### src/rtl/seq_shift_unit.sv
// Multi-cycle shifter: shifts a latched operand one bit per clock (left, logical
// right or arithmetic right) and presents the result with a one-cycle done pulse.
module seq_shift_unit #(
    parameter int WIDTH = 8,
    parameter int AMT_W = 3
) (
    input  logic             clk,
    input  logic             rst_n,
    input  logic             start,
    input  logic             dir,
    input  logic             arith,
    input  logic [AMT_W-1:0] amount,
    input  logic [WIDTH-1:0] din,
    output logic             busy,
    output logic             done,
    output logic [WIDTH-1:0] dout
);

    typedef enum logic [1:0] {
        ST_IDLE  = 2'd0,
        ST_SHIFT = 2'd1,
        ST_DONE  = 2'd2
    } state_t;

    localparam logic [AMT_W-1:0] CNT_ZERO = {AMT_W{1'b0}};
    localparam logic [AMT_W-1:0] CNT_ONE  = AMT_W'(1);

    state_t             state_q, state_d;
    logic [WIDTH-1:0]   shreg_q, shreg_d;
    logic [AMT_W-1:0]   cnt_q, cnt_d;
    logic               dir_q, dir_d;
    logic               arith_q, arith_d;
    logic [WIDTH-1:0]   dout_q, dout_d;
    logic               busy_q, busy_d;
    logic               done_q, done_d;
    logic [WIDTH-1:0]   step_s;

    // Single-position shift; the arithmetic fill only applies to right shifts.
    function automatic logic [WIDTH-1:0] shift_one(
        input logic [WIDTH-1:0] v,
        input logic             right,
        input logic             ar
    );
        logic fill;
        fill = right & ar & v[WIDTH-1];
        if (right) begin
            shift_one = {fill, v[WIDTH-1:1]};
        end else begin
            shift_one = {v[WIDTH-2:0], 1'b0};
        end
    endfunction

    assign step_s = shift_one(shreg_q, dir_q, arith_q);

    // Next-state and datapath decode.
    always_comb begin
        state_d = state_q;
        shreg_d = shreg_q;
        cnt_d   = cnt_q;
        dir_d   = dir_q;
        arith_d = arith_q;
        dout_d  = dout_q;
        case (state_q)
            ST_IDLE: begin
                if (start) begin
                    shreg_d = din;
                    cnt_d   = amount;
                    dir_d   = dir;
                    arith_d = arith;
                    if (amount == CNT_ZERO) begin
                        state_d = ST_DONE;
                        dout_d  = din;
                    end else begin
                        state_d = ST_SHIFT;
                    end
                end else begin
                    state_d = ST_IDLE;
                end
            end
            ST_SHIFT: begin
                shreg_d = step_s;
                cnt_d   = cnt_q - CNT_ONE;
                if (cnt_q == CNT_ONE) begin
                    state_d = ST_DONE;
                    dout_d  = step_s;
                end else begin
                    state_d = ST_SHIFT;
                end
            end
            ST_DONE: begin
                state_d = ST_IDLE;
            end
            default: begin
                state_d = ST_IDLE;
            end
        endcase
        // Status flags are registered from the next state so they align with state_q.
        busy_d = (state_d != ST_IDLE);
        done_d = (state_d == ST_DONE);
    end

    // State, datapath and output registers.
    always_ff @(posedge clk or negedge rst_n) begin
        if (!rst_n) begin
            state_q <= ST_IDLE;
            shreg_q <= {WIDTH{1'b0}};
            cnt_q   <= CNT_ZERO;
            dir_q   <= 1'b0;
            arith_q <= 1'b0;
            dout_q  <= {WIDTH{1'b0}};
            busy_q  <= 1'b0;
            done_q  <= 1'b0;
        end else begin
            state_q <= state_d;
            shreg_q <= shreg_d;
            cnt_q   <= cnt_d;
            dir_q   <= dir_d;
            arith_q <= arith_d;
            dout_q  <= dout_d;
            busy_q  <= busy_d;
            done_q  <= done_d;
        end
    end

    assign busy = busy_q;
    assign done = done_q;
    assign dout = dout_q;

endmodule

### config.mk
export PLATFORM = sky130hd
export DESIGN_NAME = seq_shift_unit
export DESIGN_NICKNAME = d
export VERILOG_FILES = /design/src/rtl/seq_shift_unit.sv
export SDC_FILE = /design/constraint.sdc
export NUM_CORES = 1
export LEC_CHECK = 0
export ABC_AREA = 1
export CORE_MARGIN = 3
export CORE_UTILIZATION = 50
export DETAILED_ROUTE_END_ITERATION = 6
export GPL_TIMING_DRIVEN = 1
export PLACE_DENSITY = 0.78
export SKIP_CTS_REPAIR_TIMING = 1
export SYNTH_ARGS = -nofsm -noshare
export SYNTH_HDL_FRONTEND = slang
export SYNTH_SLANG_ARGS = --single-unit
export TNS_END_PERCENT = 5
### constraint.sdc
create_clock -name clk -period 1.51 [get_ports clk]
set_input_delay 0.2265 -clock clk [delete_from_list [all_inputs] [get_ports clk]]
set_output_delay 0.2265 -clock clk [all_outputs]
set_load 0.01 [all_outputs]
# Word level (Yosys, flattened, before mapping)
# Cells that the tools add are included.
# word_totals
ff_bits,25
latch_bits,0
mem_bits_rw,0
romBits,0
in_bits,16
output_inout_bits,10
word_cells,37
memories,0
# op_classes
n_addsub,1
n_mul,0
n_div,0
magnitude_cmp,0
n_eq_ne,6
shifts,0
n_mux,13
bitwise,2
n_reduce_logical,7
# ops
cell,count
2-to-1 mux 8 bit,5
case mux 8 bit (2 select lines),2
2-to-1 mux 2 bit,3
!= test 2 bit (second input constant),3
case mux 3 bit (2 select lines),1
case mux 2 bit (2 select lines),1
AND reduction 2 bit,2
AND reduction 4 bit,1
nonzero test 2 bit,2
== test 3 x 1 -> 1 bit (second input constant),1
zero test 3 bit,1
2-to-1 mux 3 bit,1
subtractor 3 x 1 -> 3 bit (second input constant),1
bitwise AND 1 bit,2
== test 2 x 1 -> 1 bit (second input constant),1
== test 2 bit (second input constant),1
zero test 2 bit,1

# Logic depth before layout (Yosys ltp)
# Gate-level depths: netlist (run 1).
# logic_depth
ltp_word,5
mapped_depth,8
depth_no_buf,8

# Worst setup path after synthesis (run 1)
# Ideal clock, no wire load.
# synth_path
path_type,register to register
start,register cnt_q[0]
end,register cnt_q[2]
setup_time_ps,124
arrival_time_ps,962
required_ps,1386
path_slack_ps,424
path_stages_with_launch,6
n_path_buf,0
synth_period_minus_slack_ps,1086
cell_sequence,dfrtp_1 -> inv_1 -> ha_1 -> or2_2 -> nand3_1 -> nand3_1
# synth_via
elab_chain_cells,2
# synth_rtl
element,line,rtl
"start, declared",30,"logic [AMT_W-1:0] cnt_q, cnt_d;"
"start signal, assigned",116,cnt_q <= cnt_d;
subtractor 3 x 1 -> 3 bit,82,cnt_d = cnt_q - CNT_ONE;
case mux 3 bit (2 select lines),63,case (state_q)
# Every way passes these cells.
# A chain may end at the register's enable or synchronous reset.

# Worst setup path after layout (run 1)
# layout_path
start,"register dout_q[0], in the netlist dout[0]"
end,output port dout[0]
# layout_rtl
element,line,rtl
"start, declared",33,"logic [WIDTH-1:0] dout_q, dout_d;"
"start signal, assigned",110,dout_q <= {WIDTH{1'b0}};
"start signal, assigned",119,dout_q <= dout_d;
"end, declared",16,output logic [WIDTH-1:0] dout
# No word-level cell between the ends.

==> results_dict.tcl, run 1 <==
set metrics [dict create \
    status "complete, no violations" \
    reg2reg_depth 8 \
    clk_latency_ns 0.31 \
    tightest_slew_ns 0.3251 \
    cp-end-kind "output port" \
    required_ns 1.28 \
    synthTopCellsByCount "nand2_1, dfrtp_1, nand3_1, inv_1" \
    start_kind "flop" \
    synthTopCellsByArea "dfrtp_1, nand2_1, nand3_1, nand2_8, ha_1" \
    cts-root-buf "clkbuf_4" \
    area_delta_synth_final_pct 24.34 \
    path_clk_slew_ns 0.13 \
    synth_most_common_cell "nand2_1" \
    die_h_um 57.41 \
    crit_type "flop to output port" \
    fin_crit_sh 0.9649 \
    vias 1104 \
    cp_slowest_stage_delay_ns 0.55 \
    portBuffers 25 \
    synth-seq-cells 25 \
    peakVddDrop_mv 1.260 \
    setup_violations 0 \
    dr.max_layer_used "met4" \
    drtIter0Drc 40 \
    synth_top_area_share 0.4735 \
    drt-wirelength-per-cell_um 12.28 \
    slew_headroom 0.7833 \
    diodes 0 \
    crit_buf_inv 1 \
    async_reset_ff_frac 1.000 \
    place_ws_ns 0.09587 \
    fin_crit_ns 1.457 \
    min_path_type "input pin to async pin" \
    r2r_end "dout[4]" \
    layout.nets 215 \
    cp-startpoint "dout[0]" \
    antenna_found_initial 0 \
    synth_edf_count 0 \
    grt_pass1_vias 1065 \
    syn_nets 184 \
    wl_met2_um 1402 \
    crit_fanout 2 \
    start_util 0.5285 \
    grt_max_degree 26 \
    core.rowCount 18 \
    cts.sinks 25 \
    avgSynthCellArea_sq_um 7.959 \
    drc 0 \
    drt-met1-wl_um 1243 \
    critPathArrivalTime_ns 1.23 \
    die_area_sq_mm 0.003295 \
    crit_end "dout[0]" \
    cts_buffer_depth 2 \
    seq_area_frac_synth 0.4735 \
    drv_cap 0 \
    reg2reg_from "cnt_q[1]" \
    synth_ff_type "dfrtp_1" \
    synth_area_sq_mm 0.001321 \
    synthDistinctLibCells 20 \
    antenna_left 0 \
    crit_chain "clkdlybuf4s50_1" \
    tritoncts "built" \
    rsz0062_at_grt "no" \
    place_hpwl_um 2109 \
    yosysWarnings 0 \
    syn-instance-count 166 \
    drive_above_1_share 0.1327 \
    cpLargestDelayFamily "buffers and inverters" \
    tns_ns 0 \
    fmax_mhz 686.4 \
    cp.depth 1 \
    routed_via_density 4.885 \
    track_usage 0.1836 \
    pin_count 26 \
    grt_pass1_wl_um 4692 \
    place.gp.congestion 0.7860 \
    htreeDepth 1 \
    core_sq_mm 0.002500 \
    drv_slew 0 \
    finalWirelength_um 2775 \
    rrSetupSlack_ns 0.30 \
    first_pass_iters 4 \
    overflow 0 \
    worst_slack_ns 0.05305 \
    yosysTopAreaCell "dfrtp_1" \
    hold_viol 0 \
    power_density_mw_per_mm2 2017 \
    die_x_um 57.41 \
    wl_met3_um 113 \
    cts_made_buffers 3 \
    slowest_stage "clkdlybuf4s50_1" \
    clock_skew_ns 0.002794 \
    p_leak_nw 0.8988 \
]
## cells by family after synthesis
kind of cell | after synthesis | synth area share
adders and majority gates | 2 | 0.01894
DFF | 25 | 0.4735
and+or+nand+nor | 118 | 0.4205
AOI/OAI and AO/OA | 7 | 0.02746
buffers and inverters | 14 | 0.05965
## metrics by stage
stage	total power, mW	instance area, sq um	std cells	utilization	hold WS, ns
3_3_place_gp	2.988	1612	222	0.6446	0.4723
2_1_floorplan	2.462	1321	166	-	-0.06909
4_1_cts	3.364	1638	226	0.6552	0.2613
6_report	3.313	1643	226	0.6572	0.2594
5_1_grt	3.628	1643	226	0.6572	0.2725
3_5_place_dp	3.068	1612	222	0.6446	0.4702
## cell usage in the layout (no fill, tap or decap), drive strengths merged, types with 2 or more instances in the layout
cell and count:
nor2 3, nand3 13, dlymetal6s2s 2, dfrtp 25, nand2 101, inv 11
clkdlybuf4s50 23, o21ai 6, clkbuf 4, buf 4, ha 2
## sequential cells by signal (all words and copies together), names as in the netlist
register  count
dir_q         1
state_q       2
done          1
cnt_q         3
dout          8
arith_q       1
shreg_q       8
busy          1
## layout make-up
class | instances | area (sq um)
Clock buffer | 4 | 26.28
Fill cell | 226 | 857.1
Inverter | 11 | 51.30
Multi-Input combinational cell | 127 | 616.8
Sequential cell | 25 | 625.6
Tap cell | 30 | 37.54
Timing Repair Buffer | 29 | 285.3
## worst min-delay path by stage
stage / endpoint / cells past startpoint / slack, ns
after floorplan: arith_q / 0 / -0.07
after global placement: shreg_q[0] / 2 / 0.47
after detailed placement: shreg_q[0] / 2 / 0.47
after CTS: busy / 2 / 0.26
after global routing: state_q[0] / 2 / 0.27
final: dout[7] / 2 / 0.26
## per-layer routing
metal,vias up,track usage
met5,-,0
met4,0,0.05960
met3,2,0.02036
met2,22,0.3129
met1,499,0.2428
li1,581,-
## power breakdown
group	switching [mW]	total (mW)	internal, mW
Clock	0.187	0.290	0.103
Combinational	1.08	1.81	0.734
Sequential	0.226	1.21	0.982
Total	1.49	3.31	1.82
## worst reg2reg max path, delay by kind of cell, from the launching register on
kind | cells | cell delay [ns]
fa+ha+maj | 1 | 0.15
simple gates | 5 | 0.47
flops | 1 | 0.38
buf+inv | 2 | 0.15
(Power assumes the default switching activity.)
==> inputs of run 2 (changes only) <==
- ABC_AREA: 1 -> 0
- CORE_MARGIN: 3 -> 2
==> run 2 against run 1 <==
Critical path type is now flop to flop. Routed wire length down 14%. Power down 2.4%. Largest power group unchanged. Core utilization up 3.1 points.
==> results_dict.tcl, run 2 <==
set metrics [dict create \
    status "complete, no violations" \
    synth_top_area_share 0.5020 \
    reg2reg_depth 5 \
    slowest_stage "dfrtp_1" \
    tritoncts "built" \
    place_hpwl_um 1824 \
    rsz0062_at_grt "yes" \
    grt_max_degree 26 \
    synth-seq-cells 25 \
    synthDistinctLibCells 30 \
    fmax_mhz 672.5 \
    clk_latency_ns 0.32 \
    layout_commonest_cell "dfrtp_1" \
    antenna_found_initial 0 \
    cp-end-kind "flop" \
    instances_no_fill 178 \
    finalWirelength_um 2400 \
    min_path_type "input pin to async pin" \
    drc 0 \
    vias 925 \
    p_switching_mw 1.184 \
    crit_buf_inv 1 \
    overflow 0 \
    critPathArrivalTime_ns 1.74 \
    yosysWarnings 0 \
    reg2reg_from "cnt_q[0]" \
    clock_power_share 0.090 \
    power_density_mw_per_mm2 1951 \
    start_kind "flop" \
    synth_area_sq_mm 0.001246 \
    drv_cap 0 \
    p_comb_frac 0.526 \
    switching_share 0.3660 \
    core_sq_mm 0.002410 \
    dp_cells 172 \
    cp_slowest_stage_delay_ns 0.44 \
    r2r_end "dout[4]" \
    synth_ff_type "dfrtp_1" \
    slew_headroom 0.7669 \
    crit_type "flop to flop" \
    place_ws_ns -0.04805 \
    drv_slew 0 \
    syn-instance-count 110 \
    syn_nets 128 \
    rrSetupSlack_ns 0.02 \
    htreeDepth 1 \
    routed_via_density 5.197 \
    die_area_sq_mm 0.002908 \
    fin_worst_hold_slack_ns 0.2552 \
    async_reset_ff_frac 1.000 \
    cts_buffer_depth 2 \
    place.gp.congestion 0.7276 \
    crit_chain "ha_4 > nor2b_4 > a22oi_2 > buf_4 > mux2i_1" \
    total_power_mw 3.235 \
    cpLargestDelayFamily "flip-flops" \
    required_ns 1.76 \
    synthTopCellsByCount "dfrtp_1, inv_1, mux2i_1, mux2_2, nand2_1" \
    cts_made_buffers 3 \
    tns_ns 0 \
    die_h_um 53.93 \
    layout.nets 167 \
    drt-wirelength-per-cell_um 13.48 \
    synth_edf_count 0 \
    avgSynthCellArea_sq_um 11.33 \
    grt_pass1_wl_um 3981 \
    yosysTopAreaCell "dfrtp_1" \
    portBuffers 25 \
    cp-startpoint "cnt_q[0]" \
    pin_count 26 \
    seq_area_frac_synth 0.5020 \
    diodes 0 \
    setup_violations 0 \
    fin_crit_sh 0.9847 \
    tightest_slew_ns 0.3496 \
    crit_fanout 5 \
    track_usage 0.1930 \
    die_x_um 53.93 \
    drtIter0Drc 17 \
    fin_crit_ns 1.487 \
    clock_skew_ns 0.01752 \
    start_util 0.5171 \
    synth_most_common_cell "dfrtp_1" \
    drive_above_1_share 0.2432 \
    hold_viol 0 \
    p_leak_nw 0.8538 \
    worst_slack_ns 0.02303 \
    peakVddDrop_mv 1.216 \
    cts-root-buf "clkbuf_4" \
    antenna_left 0 \
    synthTopCellsByArea "dfrtp_1, mux2i_1, mux2_2, inv_1, o21ai_1" \
    most-common-layout-cells "dfrtp_1, clkdlybuf4s50_1, buf_4" \
    area_delta_synth_final_pct 33.03 \
    cts.sinks 25 \
    p_seq_frac 0.384 \
    core.rowCount 18 \
    path_clk_slew_ns 0.14 \
    first_pass_iters 4 \
    grt_pass1_vias 914 \
    internal_power_mw 2.051 \
]
run 2: cell count changes in the layout (fill, tap and decap cells not counted), moves of 3 or more:
cell     change
nand2_1     -85
mux2i_1     +13
nand3_1     -12
buf_4       +10
mux2_2       +9
inv_1        +8
a21oi_1      +5
nand2_2      -4
o21ai_0      -3
o21ai_1      +3
run 2: final cells by class:
cell class	count	area, sq um
fillers	195	752.0
well taps	30	37.54
inverters	15	56.30
clock inverters	1	5.005
flip-flops and latches	25	625.6
clock buffers	3	22.52
multi-input cells	65	545.5
repair buffers	39	365.4
run 2: routing by layer:
layer / track usage / share of wire
met1: 0.2252 / 0.44
met2: 0.3313 / 0.51
met3: 0.04444 / 0.050
met4: 0.09402 / 0.0058
met5: 0 / 0
run 2: power by group through the flow:
stage | Combinational (mW) | Sequential, mW | Clock, mW
5_1_grt | 1.89 | 1.29 | 0.329
3_3_place_gp | 1.61 | 1.23 | 0
6_report | 1.70 | 1.24 | 0.291
2_1_floorplan | 1.09 | 1.22 | 0
4_1_cts | 1.67 | 1.23 | 0.306
3_5_place_dp | 1.67 | 1.25 | 0
run 2: cells by family (layout without fill, tap and decap cells):
family / Yosys count / count (layout) / synth area share
buffers and inverters: 20 / 58 / 0.07630
adders and majority gates: 2 / 2 / 0.02008
AOI/OAI and AO/OA: 22 / 22 / 0.1225
DFF: 25 / 25 / 0.5020
and+or+nand+nor: 18 / 18 / 0.08132
muxes: 23 / 23 / 0.1978
run 2: worst reg2reg max path: stages, from the launching register on:
cell and delay [ns]:
dfrtp_1 0.44, ha_4 0.17, nor2b_4 0.12, a22oi_2 0.29
buf_4 0.21, mux2i_1 0.19
run 2: how the worst max path moves through the flow:
stage | endpoint | slack [ns] | depth (start not counted)
after floorplan | dout[0] | 0.06 | 5
after detailed placement | dout[2] | -0.05 | 5
after CTS | dout[1] | -0.03 | 6
after global routing | dout[4] | -0.11 | 5
final | dout[4] | 0.02 | 5
after global placement | dout[0] | -0.05 | 4
run 2: metrics by stage:
step | utilization | instance area (sq um)
after floorplan | - | 1246
after global placement | 0.6578 | 1585
after detailed placement | 0.6578 | 1585
after CTS | 0.6693 | 1613
after global routing | 0.6880 | 1658
final | 0.6880 | 1658
==> inputs of run 3 (changes only) <==
- SLEW_MARGIN: default -> 20
==> results of run 3 <==
Same layout as run 2: the final DEF is identical, and so are final timing and power.
